--- src/rtl/cu_isa_pkg.sv ---
// cu_isa_pkg: compute-unit ISA constants, instruction field positions and sequencer states
package cu_isa_pkg;
  localparam logic [3:0] OP_NOP  = 4'h0;
  localparam logic [3:0] OP_LOAD = 4'h1;
  localparam logic [3:0] OP_ADD  = 4'h2;
  localparam logic [3:0] OP_SUB  = 4'h3;
  localparam logic [3:0] OP_AND  = 4'h4;
  localparam logic [3:0] OP_OR   = 4'h5;
  localparam logic [3:0] OP_NOT  = 4'h6;
  localparam logic [3:0] OP_XOR  = 4'h7;
  localparam logic [3:0] OP_HALT = 4'hF;
  localparam int OP_HI   = 15;
  localparam int OP_LO   = 12;
  localparam int TGT_HI  = 11;
  localparam int TGT_LO  = 8;
  localparam int SRC0_HI = 7;
  localparam int SRC0_LO = 4;
  localparam int SRC1_HI = 3;
  localparam int SRC1_LO = 0;
  localparam int NUM_REGS = 16;
  localparam int DATA_W   = 8;
  typedef enum logic [1:0] {S_IDLE, S_ISSUE, S_WAIT, S_DONE} state_t;
endpackage

--- src/rtl/instr_sequencer_prog_mem.sv ---
// prog_mem: DEPTH x 16 program store, synchronous write, combinational read
// ports: clk; i_we/i_waddr/i_wdata write port; i_raddr/o_rdata read port
module prog_mem #(
  parameter int DEPTH = 16,
  parameter int PC_W  = 4
) (
  input  logic            clk,
  input  logic            i_we,
  input  logic [PC_W-1:0] i_waddr,
  input  logic [15:0]     i_wdata,
  input  logic [PC_W-1:0] i_raddr,
  output logic [15:0]     o_rdata
);
  logic [15:0] r_mem [DEPTH];
  always_ff @(posedge clk)
    if (i_we) r_mem[i_waddr] <= i_wdata;
  assign o_rdata = r_mem[i_raddr];
endmodule

--- src/rtl/instr_sequencer.sv ---
// instr_sequencer: loads a byte-wise program and issues it one instruction at a time to the compute unit
// ports: clk, rst (sync, active-high); ld_valid/ld_byte/ld_clear program load;
//        start run request; instr_out/instr_valid/instr_ready issue handshake;
//        result_in/result_valid result return; last_result, pc, busy, done, err status
module instr_sequencer
  import cu_isa_pkg::*;
#(
  parameter int DEPTH   = 16,
  parameter int PC_W    = 4,
  parameter int TIMEOUT = 15
) (
  input  logic            clk,
  input  logic            rst,
  input  logic            ld_valid,
  input  logic [7:0]      ld_byte,
  input  logic            ld_clear,
  input  logic            start,
  output logic [15:0]     instr_out,
  output logic            instr_valid,
  input  logic            instr_ready,
  input  logic [7:0]      result_in,
  input  logic            result_valid,
  output logic [7:0]      last_result,
  output logic [PC_W-1:0] pc,
  output logic            busy,
  output logic            done,
  output logic            err
);
  localparam int TW = $clog2(TIMEOUT + 1);
  state_t          r_state;
  logic [PC_W-1:0] r_wr_ptr, r_pc;
  logic [PC_W:0]   r_prog_len;
  logic            r_phase_lo, r_err;
  logic [7:0]      r_hi, r_last;
  logic [TW-1:0]   r_cnt;
  logic [15:0]     w_rd;
  logic            w_idle, w_full, w_halt, w_we, w_last_instr;
  assign w_idle       = r_state == S_IDLE;
  assign w_full       = r_prog_len == (PC_W+1)'(DEPTH);
  assign w_halt       = w_rd[OP_HI:OP_LO] == OP_HALT;
  assign w_we         = w_idle && !start && !ld_clear && ld_valid && r_phase_lo && !w_full;
  assign w_last_instr = {1'b0, r_pc} == r_prog_len - (PC_W+1)'(1);
  assign instr_valid  = r_state == S_ISSUE && !w_halt;
  assign instr_out    = instr_valid ? w_rd : '0;
  assign busy         = r_state == S_ISSUE || r_state == S_WAIT;
  assign done         = r_state == S_DONE;
  assign last_result  = r_last;
  assign pc           = r_pc;
  assign err          = r_err;
  prog_mem #(.DEPTH(DEPTH), .PC_W(PC_W)) u_mem (
    .clk     (clk),
    .i_we    (w_we),
    .i_waddr (r_wr_ptr),
    .i_wdata ({r_hi, ld_byte}),
    .i_raddr (r_pc),
    .o_rdata (w_rd)
  );
  always_ff @(posedge clk) begin
    if (rst) begin
      r_state    <= S_IDLE;
      r_wr_ptr   <= '0;
      r_prog_len <= '0;
      r_phase_lo <= 1'b0;
      r_hi       <= '0;
      r_pc       <= '0;
      r_last     <= '0;
      r_err      <= 1'b0;
      r_cnt      <= '0;
    end else begin
      if (ld_valid && !w_idle) r_err <= 1'b1;
      case (r_state)
        S_IDLE:
          if (start) begin
            // a same-cycle byte or a dangling high byte is lost and flagged
            r_err      <= r_err | ld_valid | r_phase_lo;
            r_phase_lo <= 1'b0;
            if (r_prog_len == '0) r_state <= S_DONE;
            else begin
              r_pc    <= '0;
              r_state <= S_ISSUE;
            end
          end else if (ld_clear) begin
            r_wr_ptr   <= '0;
            r_prog_len <= '0;
            r_phase_lo <= 1'b0;
            r_err      <= 1'b0;
          end else if (ld_valid) begin
            if (w_full) r_err <= 1'b1;
            else if (!r_phase_lo) begin
              r_hi       <= ld_byte;
              r_phase_lo <= 1'b1;
            end else begin
              r_phase_lo <= 1'b0;
              r_wr_ptr   <= r_wr_ptr + PC_W'(1);
              r_prog_len <= r_prog_len + (PC_W+1)'(1);
            end
          end
        S_ISSUE:
          if (w_halt) r_state <= S_DONE;
          else if (instr_ready) begin
            r_state <= S_WAIT;
            r_cnt   <= TW'(TIMEOUT);
          end
        S_WAIT:
          if (result_valid) begin
            r_last <= result_in;
            if (w_last_instr) r_state <= S_DONE;
            else begin
              r_pc    <= r_pc + PC_W'(1);
              r_state <= S_ISSUE;
            end
          end else if (r_cnt == TW'(1)) begin
            r_err   <= 1'b1;
            r_state <= S_DONE;
          end else r_cnt <= r_cnt - TW'(1);
        default: r_state <= S_IDLE;
      endcase
    end
  end
endmodule

--- config.mk ---
export PLATFORM = sky130hd
export DESIGN_NAME = instr_sequencer
export DESIGN_NICKNAME = d
export VERILOG_FILES = /design/src/rtl/cu_isa_pkg.sv /design/src/rtl/instr_sequencer_prog_mem.sv /design/src/rtl/instr_sequencer.sv
export SDC_FILE = /design/constraint.sdc
export NUM_CORES = 1
export LEC_CHECK = 0
export BUFFER_PORTS_ARGS = -buffer_cell sky130_fd_sc_hd__buf_2
export CAP_MARGIN = 15
export CORE_MARGIN = 5
export CORE_UTILIZATION = 55
export CTS_CLUSTER_SIZE = 28
export DETAILED_ROUTE_END_ITERATION = 10
export PLACE_DENSITY = 0.78
export SLEW_MARGIN = 10
export SYNTH_ARGS = -nofsm -noshare
export SYNTH_HDL_FRONTEND = slang
export SYNTH_HIERARCHICAL = 1
export SYNTH_SLANG_ARGS = --single-unit
--- constraint.sdc ---
create_clock -name clk -period 5.2 [get_ports clk]
set_input_delay 0.52 -clock clk [delete_from_list [all_inputs] [get_ports clk]]
set_output_delay 0.52 -clock clk [all_outputs]
set_load 0.03 [all_outputs]
* After elaboration in Yosys (flattened, before gate mapping)
Memories as Yosys holds them, arrays and structs flattened. A register that Yosys moved wholly into a read port is not among the register bits.
Cells that the tools add are included.
** Cells by class
- $add $sub $neg :: 5
- Equality and inequality tests :: 19
- Multiplexer cells :: 44
- Bitwise gates (word level) :: 6
- Reductions and logical operators :: 27
** Operator list (number)
- $mux W4 :: 14
- $mux W5 :: 4
- $ne A2 B2 Y1 const B :: 9
- $mux W16 :: 1
- $pmux W4 S2 :: 2
- $reduce_and A5 Y1 :: 3
- $mux W1 :: 14
- $mux W2 :: 7
- $add A4 B1 Y4 const B :: 2
- $reduce_bool A2 Y1 :: 4
- $logic_and A1 B1 Y1 :: 7
- $ne A3 B3 Y1 const B :: 2
- $pmux W2 S3 :: 1
- $reduce_and A3 Y1 :: 2
- $reduce_and A6 Y1 :: 1
- $add A5 B1 Y5 const B :: 1
- $eq A4 B5 Y1 :: 1
- $eq A5 B5 Y1 const B :: 1
- $logic_not A1 Y1 :: 5
- $logic_not A5 Y1 :: 1
- $sub A5 B1 Y5 const B :: 1
- $eq A2 B2 Y1 const B :: 2
- $eq A4 B1 Y1 const B :: 1
- $eq A4 B4 Y1 const B :: 1
- other kinds (10) :: 14
** Word-level totals
- Flip-flop bits (word level) :: 37
- RAM bits :: 256
- Input port bits :: 23
- Output and inout bits :: 32
- Word-level logic and storage cells :: 111
- Memories :: 1
** Memories
- u_mem.r_mem :: depth 16, width 16, read ports 1, clocked after Yosys merged registers in 1, wr ports 1, RTL line instr_sequencer_prog_mem.sv:14 : logic [15:0] r_mem [DEPTH];

* Logic depth before layout (Yosys ltp)
- Word-level depth :: 9
- Depth in mapped cells :: 12

* Hierarchy
Netlist, hierarchy kept.
** By module, submodules not included
- prog_mem :: times used 1, cells each 416, area an instance 9723.1 µm², seq. area each 7687.4 µm²
- instr_sequencer :: times used 1, cells each 233, area an instance 1943.1 µm², seq. area each 740.7 µm²

* Least setup slack after synthesis
No wires, ideal clock.
- Kind :: register -> register
- Start :: register r_prog_len[0]
- End :: memory u_mem.r_mem[0][0] (enable)
- Setup time :: 0.409 ns
- Arrival :: 3.022 ns
- Required time :: 4.791 ns
- Setup slack :: 1.769 ns
- Cell stages (with the launch flop) :: 9
- Buffers on the path :: 0
- Period minus slack after synthesis :: 3.431 ns
- Path through :: dfxtp_1 > inv_1 > ha_1 > nand4bb_1 > and3_1 > nand2_1 > nor2_1 > or3b_2 > nor3_1
** Between the ends
- Longest elaborated chain between the ends :: 5
** RTL lines
- start: declaration :: RTL line instr_sequencer.sv:32 : logic [PC_W:0] r_prog_len;
- start signal: assignment :: RTL line instr_sequencer.sv:95 : r_prog_len <= r_prog_len + (PC_W+1)'(1);
- $eq A5 B5 Y1 :: RTL line instr_sequencer.sv:39 : assign w_full = r_prog_len == (PC_W+1)'(DEPTH);
- $logic_not A1 Y1 :: RTL line instr_sequencer.sv:41 : assign w_we = w_idle && !start && !ld_clear && ld_valid && r_phase_lo && !w_full;
- $logic_and A1 B1 Y1 :: RTL line instr_sequencer.sv:41
- via w_we :: RTL line instr_sequencer.sv:37 : logic w_idle, w_full, w_halt, w_we, w_last_instr;
- $mux W1 :: RTL line instr_sequencer_prog_mem.sv:16 : if (i_we) r_mem[i_waddr] <= i_wdata;
- $mux W1 (implied by the code) :: RTL line instr_sequencer_prog_mem.sv:16
- end: declaration :: RTL line instr_sequencer_prog_mem.sv:14
The timed path passes the listed nets, and every way through them passes these cells.

==> Flow_metrics.wiki <==
{| class="wikitable"
! Metric !! Value
|-
| Measured slew at the worst slew-check pin || 1.15 ns
|-
| Slowest stage delay, CP || 1.08 ns
|-
| Most frequent cells after synthesis || edfxtp_1, mux4_2, nand2_1, nor2_1, dfxtp_1
|-
| Max Fanout on Critical Path || 42
|-
| Power per cell area || 428 nW/um^2
|-
| Data arrival time of the worst path || 3.72 ns
|-
| Cell with the most instances after synthesis || edfxtp_1
|-
| # diodes || 0
|-
| Setup Fix Bufs, Post-CTS || 0
|-
| Proportion of synthesized chip area in sequential cells || 72.2%
|-
| Number of synthesized flops with an enable pin || 256
|-
| Maximum clock path buffer count || 3
|-
| Tightest slew margin relative to the limit || 23.5%
|-
| Total I/O pin count || 55
|-
| Per-instance average area after synthesis || 18.0 um^2
|-
| Crit path cell chain || mux4_2 -> a22oi_1 -> nand2_1 -> nand4_1 -> and3_1 -> buf_2
|-
| Final Power || 5.67 mW
|-
| Placed wire-length estimate || 14900 um
|-
| Pins Over Slew Limit || 0
|-
| WS Path Type || flip-flop to output pin
|-
| Pre-CTS WS || 1.53 ns
|-
| Total Routing Usage GR || 21.6%
|-
| Horizontal die dimension || 156 um
|-
| Post-route met1 wirelength || 9660 um
|-
| Post-cts gate resize count || 0
|-
| Data required time of the critical path || 4.68 ns
|-
| Class of the tightest hold or removal check || input port to flip-flop
|-
| Max Cap Violations || 0
|-
| I/O Buffers || 54
|-
| Fraction of post-synthesis cell area in the top cell type by area || 65.9%
|-
| Gp weighted congestion || 0.870
|-
| Worst-case vdd ir drop || 0.239 mV
|-
| Global-route wire length before repair || 39400 um
|-
| Worst clock skew on the final layout || 0.0148 ns
|-
| Synthesized cell area || 11700 um^2
|-
| Number of placement rows || 53
|-
| Biggest area consumer among synthesized cells || edfxtp_1
|-
| Unrepaired setup endpoints after global routing || false
|-
| Hold bufs inserted after CTS || 0
|-
| Final hold vios || 0
|-
| Setup-failing EPs final || 0
|-
| Number of clock buffers inserted by TritonCTS || 27
|-
| Asr flop ratio synth || 0%
|-
| Filler-free cell count of the finished design || 1018
|-
| Core Region || 21000 um^2
|-
| Starting utilization of the core area || 55.7%
|-
| Initial antenna violation count || 1
|-
| Clock tree sinks || 293
|-
| Setup total negative slack || 0 ns
|-
| Leakage power of the design || 4.56 nW
|-
| Clk slew on worst S/H paths || 0.06 ns
|-
| Grt total ovfl || 0
|-
| Die outline height || 156 um
|-
| Floorplan die area || 24200 um^2
|-
| Met3 Routed Length || 2400 um
|-
| Met2 Wirelength || 13200 um
|-
| Unique masters post-synth || 46
|-
| Maximum number of pins on one net before global-route repair || 43
|-
| Crit end category || output pin
|-
| Yosys reg bits || 293
|-
| Drt drc || 0
|-
| Per-cell routed wire length || 25.4 um
|-
| Most common flop cell mapped by yosys || edfxtp_1
|-
| Topmost layer with routed signal wires || met5
|-
| Share of final-layout standard cells stronger than drive strength 1 || 24.9%
|-
| Number of nets produced by synthesis || 682
|-
| Clock latency on the worst-skew pair || 0.54 ns
|-
| Maximum achievable frequency || 236 MHz
|-
| Nets@finish || 755
|-
| Post-Place Cells || 968
|-
| Number of synthesis warnings || 6
|-
| Cells on worst reg2reg path || 9
|-
| Wire length after detailed routing || 25900 um
|-
| Number of cells on the worst hold path || 3
|-
| Routed vias || 6415
|-
| Clock tree from TritonCTS || yes
|-
| Status || finished clean
|-
| Number of iterations in the first detailed-routing pass || 6
|-
| Final period utilization || 81.5%
|-
| CP startpoint kind || flip-flop
|-
| Fin worst setup slack || 0.963 ns
|-
| Minimum clock period after layout || 4.24 ns
|-
| DR vias/cell || 6.30
|-
| Number of H-tree levels || 1
|-
| Clock root cell || clkbuf_16
|-
| DRC violation total after the first TritonRoute iteration || 622
|-
| Cell with the largest stage delay on the worst path || dfxtp_2
|-
| Growth of design area from synthesis to finish || 13.5%
|-
| Number of standard cells after synthesis || 649
|-
| Worst hold-check slack || 0.222 ns
|-
| Vias in the first global route || 6579
|-
| Count of antenna-violating nets left after detailed routing || 0
|-
| Biggest area contributors in the synthesized netlist || edfxtp_1, mux4_2, dfxtp_1
|}
[worst max-delay path: cells and delay by family (launching register included)]
| family | cells | cell delay (ns) |
|---|---|---|
| AND/OR/NAND/NOR | 3 | 1.40 |
| AO/OA/AOI/OAI | 1 | 0.10 |
| buffers and inverters | 1 | 0.18 |
| multiplexers | 1 | 0.40 |
| flip-flops | 1 | 1.08 |
[metal layers]
layer	up-vias	GRT usage, %
li1	2746	-
met1	3257	28.6
met2	350	36.9
met3	60	4.47
met4	2	5.88
met5	-	0
[placed cells by master (no fill, tap or decap), types with 2 or more instances in the layout]
master     synthesis  final
edfxtp_1         256    256
buf_2              5     54
mux4_2            54     54
nand2_1           46     46
nor2_1            38     35
a22oi_1           35     35
dfxtp_1           37     35
clkbuf_16          0     27
buf_4              3     21
a21oi_1           19     19
and3_1            18     18
inv_1             12     12
xor2_1            10     10
ha_1              10     10
mux4_1            10     10
mux2i_1            8      8
clkinv_2           0      7
nand3b_1           6      6
o21ai_0            6      6
nand4_1            5      5
nor3_1             9      5
bufinv_16          0      5
clkinv_1           0      5
nor2b_1            4      4
a211oi_1           4      4
nor3_2             0      4
xnor2_1            3      3
nand2b_1           3      3
or3_1              3      3
clkbuf_1          16      3
nor2_2             0      3
nand4bb_1          2      2
and2_1             2      2
nand3_1            2      2
clkbuf_8           0      2
[worst paths after layout]
path | from | endpoint | slack (ns)
worst max register to register | pc[0] | r_cnt[2] | 1.50
worst min register to register | last_result[3] | last_result[3] | 0.46
worst max-delay path | pc[1] | instr_out[8] | 0.96
worst min-delay path | result_in[0] | last_result[0] | 0.22
[flip-flops by register name, summed over array words and instances, names as in the netlist]
signal / count
err: 1
last_result: 8
pc: 4
r_cnt: 4
r_hi: 8
r_phase_lo: 1
r_prog_len: 5
r_state: 2
r_wr_ptr: 4
u_mem/r_mem: 256
[cells by family (layout without fill, tap and decap cells)]
family,count (synthesis),in the layout,synth area share [%]
fa+ha+maj,10,10,1.07
mux,72,72,13.4
xor+xnor,14,14,1.18
buf+inv,43,137,1.79
flops,293,293,72.2
simple gates,142,142,5.93
compound gates,75,75,4.42
[area by class of cell]
cell class                 count  area (um^2)
clock buffer                  32          714
inverter                      12         45.0
tap                          275          344
sequential                   293         8430
multi-input combinational    313         3060
fill                        1436         7710
timing repair buffer          75          428
clock inverter                18          224
[where the power goes]
group / total (mW) / internal, mW / leakage [nW] / switching, mW
Combinational: 0.872 / 0.419 / 1.45 / 0.453
Clock: 2.07 / 1.23 / 0.466 / 0.835
Sequential: 2.73 / 2.59 / 2.65 / 0.132
Total: 5.67 / 4.25 / 4.56 / 1.42
[per-stage QoR]
stage | utilization [%] | area, um^2
after floorplan | - | 11700
after global placement | 58.7 | 12300
after detailed placement | 58.7 | 12300
after CTS | 63.2 | 13200
after global routing | 63.2 | 13200
final | 63.2 | 13200
(Power assumes the default switching activity.)
